**config.mk**
```make
export PLATFORM = sky130hd
export DESIGN_NAME = mem_access_ctrl
export DESIGN_NICKNAME = d
export VERILOG_FILES = /design/src/rtl/mem_access_ctrl.sv
export SDC_FILE = /design/constraint.sdc
export NUM_CORES = 1
export LEC_CHECK = 0
export BUFFER_PORTS_ARGS = -buffer_cell sky130_fd_sc_hd__buf_2
export CAP_MARGIN = 20
export CORE_MARGIN = 1
export CORE_UTILIZATION = 45
export CTS_BUF_LIST = sky130_fd_sc_hd__clkbuf_8
export CTS_CLUSTER_SIZE = 14
export DETAILED_ROUTE_END_ITERATION = 16
export PLACE_DENSITY = 0.8
export SYNTH_ARGS = -nofsm -noshare
export SYNTH_HDL_FRONTEND = slang
export SYNTH_SLANG_ARGS = --single-unit
```
**constraint.sdc**
```tcl
create_clock -name clk -period 2.4 [get_ports clk]
set_input_delay 0.48 -clock clk [delete_from_list [all_inputs] [get_ports clk]]
set_output_delay 0.48 -clock clk [all_outputs]
set_load 0.05 [all_outputs]
```
**src/rtl/mem_access_ctrl.sv**
```systemverilog
// mem_access_ctrl: MEM-stage initiator for a byte-addressed big-endian data memory.
// Issues single-beat loads/stores and two-beat LDD/STD, checks alignment, extends
// sub-word loads and registers load results for the MEM/WB register.
// Optional LDSTUB atomic sequencing is enabled by defining the macro LDSTUB_EN.
module mem_access_ctrl #(
    parameter int unsigned ADDR_W = 9,
    parameter int unsigned DATA_W = 32
) (
    input  logic              clk,
    input  logic              R,
    input  logic              req_valid,
    input  logic              req_load,
    input  logic              req_store,
    input  logic [1:0]        req_size,
    input  logic              req_signed,
    input  logic [31:0]       req_addr,
    input  logic [DATA_W-1:0] req_wdata,
    input  logic [DATA_W-1:0] req_wdata2,
    output logic [ADDR_W-1:0] mem_A,
    output logic [DATA_W-1:0] mem_DI,
    output logic [1:0]        mem_Size,
    output logic              mem_RW,
    output logic              mem_E,
    input  logic [DATA_W-1:0] mem_DO,
    output logic [DATA_W-1:0] ld_data,
    output logic [DATA_W-1:0] ld_data2,
    output logic              ld_valid,
    output logic              misalign_trap,
    output logic              stall
);

`ifdef LDSTUB_EN
    typedef enum logic [1:0] {S_IDLE = 2'd0, S_DBL2 = 2'd1, S_ATOM_WR = 2'd2} state_t;
`else
    typedef enum logic [1:0] {S_IDLE = 2'd0, S_DBL2 = 2'd1} state_t;
`endif

    state_t            r_state;
    logic [ADDR_W-1:0] r_addr2;
    logic [DATA_W-1:0] r_wdata2;
    logic              r_is_load;
    logic [DATA_W-1:0] r_ld_data;
    logic [DATA_W-1:0] r_ld_data2;
    logic              r_ld_valid;
    logic              r_trap;

    logic              w_ld_only;
    logic              w_st_only;
    logic              w_aligned;
    logic              w_go;
    logic              w_dbl;
    logic              w_trap;
    logic [DATA_W-1:0] w_ext;
    logic              w_unused_addr;
`ifdef LDSTUB_EN
    logic              w_atom;
`endif

    // Request decode: exactly one of load/store makes a normal access.
    assign w_ld_only     = req_valid & req_load & ~req_store;
    assign w_st_only     = req_valid & req_store & ~req_load;
    assign w_go          = (w_ld_only | w_st_only) & w_aligned;
    assign w_dbl         = w_go & (req_size == 2'b11);
    assign w_trap        = (w_ld_only | w_st_only) & ~w_aligned;
    assign w_unused_addr = ^req_addr[31:ADDR_W];
`ifdef LDSTUB_EN
    assign w_atom        = req_valid & req_load & req_store & (req_size == 2'b00);
`endif

    // Natural alignment check by access size.
    always_comb begin
        w_aligned = 1'b0;
        case (req_size)
            2'b00:   w_aligned = 1'b1;
            2'b01:   w_aligned = ~req_addr[0];
            2'b10:   w_aligned = (req_addr[1:0] == 2'b00);
            default: w_aligned = (req_addr[2:0] == 3'b000);
        endcase
    end

    // Sign/zero extension of the right-justified memory read data.
    always_comb begin
        w_ext = mem_DO;
        case (req_size)
            2'b00:   w_ext = {{(DATA_W-8){req_signed & mem_DO[7]}}, mem_DO[7:0]};
            2'b01:   w_ext = {{(DATA_W-16){req_signed & mem_DO[15]}}, mem_DO[15:0]};
            default: w_ext = mem_DO;
        endcase
    end

    // Memory-side drive and stall; idle values whenever reset or no access.
    always_comb begin
        mem_A    = '0;
        mem_DI   = '0;
        mem_Size = 2'b10;
        mem_RW   = 1'b0;
        mem_E    = 1'b0;
        stall    = 1'b0;
        if (R) begin
            case (r_state)
                S_IDLE: begin
                    if (w_go) begin
                        mem_A    = req_addr[ADDR_W-1:0];
                        mem_Size = w_dbl ? 2'b10 : req_size;
                        stall    = w_dbl;
                        if (w_st_only) begin
                            mem_RW = 1'b1;
                            mem_E  = 1'b1;
                            mem_DI = req_wdata;
                        end
                    end
`ifdef LDSTUB_EN
                    else if (w_atom) begin
                        mem_A    = req_addr[ADDR_W-1:0];
                        mem_Size = 2'b00;
                        stall    = 1'b1;
                    end
`endif
                end
                S_DBL2: begin
                    mem_A    = r_addr2;
                    mem_Size = 2'b10;
                    if (!r_is_load) begin
                        mem_RW = 1'b1;
                        mem_E  = 1'b1;
                        mem_DI = r_wdata2;
                    end
                end
`ifdef LDSTUB_EN
                S_ATOM_WR: begin
                    mem_A    = r_addr2;
                    mem_Size = 2'b00;
                    mem_DI   = DATA_W'(8'hFF);
                    mem_RW   = 1'b1;
                    mem_E    = 1'b1;
                end
`endif
                default: ;
            endcase
        end
    end

    // Sequencer: state, second-beat latches and registered load results/pulses.
    always_ff @(posedge clk or negedge R) begin
        if (!R) begin
            r_state    <= S_IDLE;
            r_addr2    <= '0;
            r_wdata2   <= '0;
            r_is_load  <= 1'b0;
            r_ld_data  <= '0;
            r_ld_data2 <= '0;
            r_ld_valid <= 1'b0;
            r_trap     <= 1'b0;
        end else begin
            r_ld_valid <= 1'b0;
            r_trap     <= 1'b0;
            case (r_state)
                S_IDLE: begin
                    if (w_go) begin
                        if (w_ld_only) begin
                            r_ld_data <= w_ext;
                        end
                        if (w_dbl) begin
                            r_addr2   <= req_addr[ADDR_W-1:0] + ADDR_W'(4);
                            r_wdata2  <= req_wdata2;
                            r_is_load <= w_ld_only;
                            r_state   <= S_DBL2;
                        end else begin
                            r_ld_valid <= w_ld_only;
                        end
                    end else if (w_trap) begin
                        r_trap <= 1'b1;
                    end
`ifdef LDSTUB_EN
                    else if (w_atom) begin
                        r_ld_data <= DATA_W'(mem_DO[7:0]);
                        r_addr2   <= req_addr[ADDR_W-1:0];
                        r_state   <= S_ATOM_WR;
                    end
`endif
                end
                S_DBL2: begin
                    if (r_is_load) begin
                        r_ld_data2 <= mem_DO;
                        r_ld_valid <= 1'b1;
                    end
                    r_state <= S_IDLE;
                end
`ifdef LDSTUB_EN
                S_ATOM_WR: begin
                    r_ld_valid <= 1'b1;
                    r_state    <= S_IDLE;
                end
`endif
                default: r_state <= S_IDLE;
            endcase
        end
    end

    assign ld_data       = r_ld_data;
    assign ld_data2      = r_ld_data2;
    assign ld_valid      = r_ld_valid;
    assign misalign_trap = r_trap;

endmodule

```
# Word-level counts from Yosys, hierarchy flattened
# Cells that the tools add are included.
classes:
  n_addsub: 1
  eq_ne: 6
  n_mux: 32
  n_bitwise: 14
  reduce_logical: 8
op_table:
  columns: ["cell", "n"]
  rows:
  - ["$mux 32", 4]
  - ["$pmux 32 s2", 2]
  - ["$mux 9", 2]
  - ["$pmux 9 s2", 1]
  - ["$mux 2", 7]
  - ["$mux 1", 13]
  - ["$add 9x3->9 const B", 1]
  - ["$and 1x1->1", 9]
  - ["$logic_not 2->1", 3]
  - ["$reduce_and 3->1", 2]
  - ["$eq 2x1->1 const B", 2]
  - ["$eq 2x2->1 const B", 2]
  - ["$ne 2x2->1 const B", 2]
  - ["$not 1->1", 4]
  - ["$pmux 1 s2", 2]
  - ["$reduce_and 2->1", 2]
  - ["$logic_not 3->1", 1]
  - ["$pmux 1 s3", 1]
  - ["$or 1x1->1", 1]
word_totals:
  register_bits: 110
  in_bits: 136
  out_inout_bits: 112
  wordCells: 69

# Longest topological paths before layout
# Gate-level depths: netlist of run 1.
logic_depth:
  word_depth: 9
  mapped_depth: 6
  depth_no_buf: 5

# Worst setup path before layout of run 1
# OpenSTA, ideal clock, no wires.
synth_timing:
  path_type: "input to output"
  startpoint: "input req_addr[2]"
  endpoint: "output mem_Size[0]"
  arrival_time_ns: 2.539
  required_time_ns: 1.920
  setup_slack_ns: -0.619
  path_stages: 5
  n_path_buf: 1
  cell_sequence: "a21o_1 a2111oi_2 buf_2 nand2_1 nor3b_1"
synth_between:
  elab_chain_cells: 8
synth_rtl:
  columns: ["item", "line_no", "source"]
  rows:
  - ["start: declaration", "16", "input logic [31:0] req_addr,"]
  - ["$logic_not 3->1 (*)", "77", "default: w_aligned = (req_addr[2:0] == 3'b000);"]
  - ["$pmux 1 s3 (*)", "73", "case (req_size)"]
  - ["$and 1x1->1 (*)", "62", "assign w_go = (w_ld_only | w_st_only) & w_aligned;"]
  - ["$and 1x1->1", "63", "assign w_dbl = w_go & (req_size == 2'b11);"]
  - ["$mux 2", "104", "mem_Size = w_dbl ? 2'b10 : req_size;"]
  - ["$mux 2 (*)", "102", "if (w_go) begin"]
  - ["$mux 2 (*)", "100", "case (r_state)"]
  - ["$mux 2 (*)", "99", "if (R) begin"]
  - ["end: declaration", "21", "output logic [1:0] mem_Size,"]
# Mark *: on every way between the ends. The rest lies on a longest branch, timed or not.

# Worst setup path after layout of run 1
layout_timing:
  startpoint: "input req_size[1]"
  endpoint: "output mem_Size[1]"
layout_between:
  elab_chain_cells: 8
  elab_cells_between_ends: 11
  cone_classes: "3 x eq/ne; 5 x mux; 2 x bitwise; 1 x reduce/logical"
layout_rtl:
  columns: ["item", "line_no", "source"]
  rows:
  - ["start: declaration", "14", "input logic [1:0] req_size,"]
  - ["$eq 2x2->1, or another cell as far along", "73", null]
  - ["$pmux 1 s3", "73", null]
  - ["$and 1x1->1", "62", null]
  - ["$and 1x1->1", "63", null]
  - ["$mux 2", "104", null]
  - ["$mux 2 (*)", "102", null]
  - ["$mux 2 (*)", "100", null]
  - ["$mux 2 (*)", "99", null]
# Marked as above.

==> results of run 1 <==
==> final cells by class <==
type | count | area, sq um
fillers | 813 | 3860
flip-flops and latches | 109 | 2730
multi-input cells | 237 | 1930
repair buffers | 245 | 1430
well taps | 136 | 170
clock buffers | 12 | 165
clock inverters | 4 | 22.5
inverters | 3 | 11.3
==> logic make-up after synthesis <==
kind of cell,count (synthesis),synth area share
flops,109,0.568
compound gates,94,0.138
mux,80,0.186
simple gates,56,0.0557
buf+inv,34,0.0383
xor+xnor,6,0.0109
fa+ha+maj,1,0.00260
==> per-stage QoR <==
| stage | total power [mW] | setup TNS (ns) |
|---|---|---|
| floorplan | 4.24 | -0.260 |
| global route | 6.20 | 0 |
| CTS | 5.96 | 0 |
| detailed placement | 4.92 | -0.549 |
| finish | 5.91 | 0 |
| global placement | 4.83 | 0 |
==> per-layer routing <==
metal,GRT usage,vias up
met1,0.258,1934
met5,0,-
met4,0.102,0
met3,0.0482,22
li1,-,1818
met2,0.384,164
==> power by group <==
| group | switching [mW] | internal, mW | total (mW) |
|---|---|---|---|
| Combinational | 1.62 | 0.653 | 2.27 |
| Clock | 0.571 | 0.458 | 1.03 |
| Sequential | 0.259 | 2.34 | 2.60 |
==> state kept, by name (all words and copies together) (netlist names) <==
name           flops
r_is_load          1
misalign_trap      1
ld_data           32
ld_data2          32
r_wdata2          32
ld_valid           1
r_state            1
r_addr2            9
==> path summary, 6_finish.rpt <==
kind / to / slack (ns) / cells after the start
max in group asynchronous: ld_data[22] / 1.61 / 2
worst max register to register: r_wdata2[10] / 0.40 / 6
worst max-delay path: mem_Size[1] / 0.07 / 7
min in group clk: r_wdata2[7] / 0.33 / 2
worst min register to register: r_wdata2[28] / 0.49 / 1
worst min-delay path: r_addr2[3] / 0.09 / 2
==> cell usage after synthesis (5+ instances only) <==
master      n  area [sq um]
o21ai_0     8          40.0
dfrtp_1   109          2730
nand2_1     7          26.3
nor2_1     28           105
clkbuf_1   10          37.5
mux2_1     33           372
a31oi_1     8          50.1
a32o_1      9          90.1
mux2_2     43           484
xnor2_1     5          43.8
buf_2       9          45.0
a22o_1     32           280
a21oi_1    33           165
==> critical path: stages <==
cell and delay, ns:
buf_2 0.11, buf_4 0.13, o21a_2 0.15, a2111oi_4 0.35, nand2_1 0.15, or2_2 0.29
buf_4 0.20
==> placed cells by master (no fill, tap or decap) <==
cell,Yosys,layout
and3_1,2,1
a21o_1,1,1
nand2_1,7,7
nor3b_2,1,2
buf_12,0,4
buf_4,4,29
and2_1,2,1
nand2b_1,2,1
a21oi_2,0,1
nor2b_1,4,4
and2_2,0,1
a22o_1,32,32
mux2_2,43,43
clkinv_4,0,1
a21oi_1,33,32
a2111oi_2,1,1
a2111oi_4,0,1
and3b_1,1,1
nand3_1,3,3
mux2i_1,4,4
xnor2_1,5,5
nand2b_4,0,1
nor2_1,28,28
ha_1,1,1
inv_1,3,4
a31oi_1,8,8
nand4_1,1,1
nor3_1,1,1
clkbuf_8,0,12
o21a_2,0,1
clkinv_2,0,2
clkbuf_4,0,29
a32o_1,9,9
xor2_1,1,1
mux2_1,33,33
dfrtp_1,109,109
o21ai_0,8,8
buf_2,9,183
or2_2,3,3
and3_2,0,1
==> what timing repair did <==
action                                  4_1_cts  5_1_grt
setup buffers                                 0        0
endpoints found under the setup margin       12       45
hold endpoints to repair                      0        0
hold buffers                                  0        0
resized for setup                            10       36
pin swaps                                     2        1
==> results.sh, run 1 <==
export IMPL_status="finished clean"
export IMPL_worstSetupEndpointType="output port"
export IMPL_synthCells=380
export IMPL_maxSlewHeadroom=0.528
export IMPL_routed_wl_mm=12.2
export IMPL_fin_worst_skew_ns=0.00885
export IMPL_ios=248
export IMPL_hp_class="in -> async"
export IMPL_crit_start="req_size[1]"
export IMPL_maxCapViolCount=0
export IMPL_max_slew_worst_pin_slew_ns=0.709
export IMPL_die_x_microns=105
export IMPL_first_pass_iters=4
export IMPL_grt_first_pass_wirelength_mm=19.0
export IMPL_wl_per_cell_microns=16.4
export IMPL_p_leak_nw=3.17
export IMPL_met2_length_mm=6.41
export IMPL_r2r_start="r_state[0]"
export IMPL_synthesis_area_per_instance_sq_um=12.6
export IMPL_instances_no_fill=746
export IMPL_cts_sinks=109
export IMPL_drt_initial_drc_count=218
export IMPL_vdd_ir_drop_max_v=0.000659
export IMPL_io_buffers=224
export IMPL_grt_overflow=0
export IMPL_finalHoldWorstSlack_ns=0.0933
export IMPL_synthDistinctLibCells=35
export IMPL_dp_hpwl_mm=8.99
export IMPL_clk_latency_ns=0.36
export IMPL_cts_buffers=9
export IMPL_antenna_found_initial=0
export IMPL_grt_usage=0.220
export IMPL_seq_area_frac_synth=0.568
export IMPL_setup_slack_ns=0.0666
export IMPL_clockBufferDepth=2
export IMPL_placed_cells=730
export IMPL_dp_slack_ns=-0.0381
export IMPL_cp_max_fo=3
export IMPL_wl_met3_microns=741
export IMPL_fp_coreArea_sq_um=10300
export IMPL_place_area_sq_um=6150
export IMPL_viasPerCell=5.28
export IMPL_setup_viol=0
export IMPL_cts_tree="yes"
export IMPL_fin_crit_sh=0.972
export IMPL_final_area_sq_um=6460
export IMPL_synth_ff_type="dfrtp_1"
export IMPL_fmax_mhz=429
export IMPL_drc=0
export IMPL_via_count=3938
export IMPL_antenna_cells=0
export IMPL_die_h_microns=105
export IMPL_critPathLaunchType="primary input"
export IMPL_final_nets=742
export IMPL_clk_pin_slew_ns=0.08
export IMPL_synthArstFlopShare=1.00
export IMPL_drive_gt1_frac=0.516
export IMPL_grt_pass1_vias=3917
export IMPL_cts_root_buffer="clkbuf_8"
export IMPL_post_route_util=0.626
export IMPL_gp_congestion=0.828
export IMPL_ys_warnings_count=0
export IMPL_num_rows=37
export IMPL_highest_layer="met4"
export IMPL_floorplan_initialDensity=0.465
export IMPL_drv_slew=0
export IMPL_grt_max_degree=59
export IMPL_synth_edff_count=0
export IMPL_crit_required_ns=1.92
export IMPL_htreeDepth=3
export IMPL_fin_crit_ns=2.33
export IMPL_design_die_area_sq_um=11100
export IMPL_grt_setup_unrepaired="false"
export IMPL_wl_met1_mm=4.78
export IMPL_power_density_nw_per_um2=914
export IMPL_hold_viol_final=0
export IMPL_postRouteAntennaNets=0
export IMPL_area_delta_synth_final_pct=34.5
export IMPL_synth_nets=517
export IMPL_syn_cell_area_sq_um=4800
export IMPL_synth_seq_cells=109
export IMPL_cp_arrival_ns=1.85
export IMPL_crit_type="in -> out"
(Power assumes the default switching activity.)
==> run 2, diff against run 1 <==
Settings changed: CTS_BUF_LIST sky130_fd_sc_hd__clkbuf_8 to default.
==> run 2 against run 1 <==
Net effect:
- routed wire length about the same
- clock power about the same
- clock skew decreased by 0.00064 ns
- critical path depth unchanged
- worst hold slack about the same
- via count about the same
- sequential cell count unchanged
- critical path type unchanged
- largest power group unchanged
==> results.sh, run 2 (same netlist as run 1, synthesis figures left out) <==
export IMPL_final_cell_mix="buf_2, dfrtp_1, mux2_2"
export IMPL_cts_tree="yes"
export IMPL_fin_worst_skew_ns=0.00820
export IMPL_cts_hold_buf=0
export IMPL_clk_latency_ns=0.36
export IMPL_grt_overflow=0
export IMPL_fp_coreArea_sq_um=10300
export IMPL_area_delta_synth_final_pct=34.5
export IMPL_post_cts_buffers=0
export IMPL_power_internal_mw=3.46
export IMPL_critPathLaunchType="primary input"
export IMPL_grt_max_degree=59
export IMPL_swShare=0.415
export IMPL_hold_viol_final=0
export IMPL_switchingPower_mw=2.45
export IMPL_place_area_sq_um=6150
export IMPL_status="finished clean"
export IMPL_cp_arrival_ns=1.85
export IMPL_crit_type="in -> out"
export IMPL_dp_hpwl_mm=8.99
export IMPL_final_nets=742
export IMPL_hp_class="in -> async"
export IMPL_viasPerCell=5.27
export IMPL_floorplan_initialDensity=0.465
export IMPL_antenna_cells=0
export IMPL_wl_per_cell_microns=16.4
export IMPL_num_rows=37
export IMPL_clk_pin_slew_ns=0.08
export IMPL_crit_required_ns=1.92
export IMPL_design_die_area_sq_um=11100
export IMPL_p_clk_frac=0.175
export IMPL_fmax_mhz=429
export IMPL_fin_crit_ns=2.33
export IMPL_final_common_cell="buf_2"
export IMPL_grt_pass1_vias=3917
export IMPL_setup_slack_ns=0.0666
export IMPL_grt_usage=0.220
export IMPL_max_slew_worst_pin_slew_ns=0.711
export IMPL_drt_initial_drc_count=218
export IMPL_via_count=3935
export IMPL_combPwrFrac=0.385
export IMPL_routed_wl_mm=12.2
export IMPL_clockBufferDepth=2
export IMPL_cts_sinks=109
export IMPL_cts_root_buffer="clkbuf_8"
export IMPL_drive_gt1_frac=0.516
export IMPL_htreeDepth=3
export IMPL_grt_setup_unrepaired="false"
export IMPL_drc=0
export IMPL_dp_slack_ns=-0.0381
export IMPL_io_buffers=224
export IMPL_die_x_microns=105
export IMPL_vdd_ir_drop_max_v=0.000659
export IMPL_worstSetupEndpointType="output port"
export IMPL_power_density_nw_per_um2=915
export IMPL_ios=248
export IMPL_maxSlewHeadroom=0.526
export IMPL_antenna_found_initial=0
export IMPL_cts_buffers=9
export IMPL_cp_max_fo=3
export IMPL_maxCapViolCount=0
export IMPL_final_area_sq_um=6460
export IMPL_p_seq_frac=0.440
export IMPL_gp_congestion=0.828
export IMPL_postRouteAntennaNets=0
export IMPL_die_h_microns=105
export IMPL_grt_first_pass_wirelength_mm=19.0
export IMPL_fin_crit_sh=0.972
export IMPL_first_pass_iters=4
export IMPL_setup_viol=0
export IMPL_drv_slew=0
export IMPL_p_leak_nw=3.16
run 2: final cells by class:
type / instances / area, sq um
Sequential cell: 109 / 2730
Fill cell: 813 / 3860
Multi-Input combinational cell: 237 / 1930
Clock inverter: 3 / 18.8
Clock buffer: 13 / 169
Tap cell: 136 / 170
Timing Repair Buffer: 245 / 1430
Inverter: 3 / 11.3
run 2: layer usage:
layer	vias to the layer above	global-route usage	wire length (microns)
li1	1818	-	-
met1	1933	0.258	4780
met2	162	0.384	6410
met3	22	0.0482	739
met4	0	0.102	276
met5	-	0	0
run 2: per-stage QoR:
stage / hold slack, ns / power (mW) / TNS [ns] / std cells / utilization
after floorplan: 0.184 / 4.24 / -0.260 / 380 / -
after detailed placement: 0.461 / 4.92 / -0.549 / 730 / 0.595
final: 0.0933 / 5.91 / 0 / 746 / 0.626
after CTS: 0.0654 / 5.96 / 0 / 746 / 0.616
after global routing: 0.0716 / 6.20 / 0 / 746 / 0.626
after global placement: 0.461 / 4.83 / 0 / 730 / 0.595
run 2: critical path, cell delays in order:
cell       delay (ns)
buf_2            0.11
buf_4            0.13
o21a_2           0.15
a2111oi_4        0.35
nand2_1          0.15
or2_2            0.29
buf_4            0.20
run 2: power groups by stage:
stage | Combinational, mW | Sequential [mW] | Clock (mW)
2_1_floorplan | 0.553 | 3.69 | 0
3_3_place_gp | 2.23 | 2.60 | 0
3_5_place_dp | 2.28 | 2.64 | 0
4_1_cts | 2.28 | 2.60 | 1.08
5_1_grt | 2.39 | 2.67 | 1.15
6_report | 2.27 | 2.60 | 1.03
run 2: worst paths after layout:
path	startpoint	slack, ns	endpoint	depth (start not counted)
max	req_size[1]	0.07	mem_Size[1]	7
min	R	0.09	r_addr2[3]	2
max reg2reg	r_state[0]	0.40	r_wdata2[10]	6
min reg2reg	r_wdata2[28]	0.49	r_wdata2[28]	1
max in group asynchronous	R	1.61	ld_data[22]	2
min in group clk	req_wdata2[7]	0.33	r_wdata2[7]	2
run 2: what timing repair did:
action	in CTS	in global routing
pin swaps	2	1
endpoints found under the setup margin	12	45
gates resized for setup	10	36
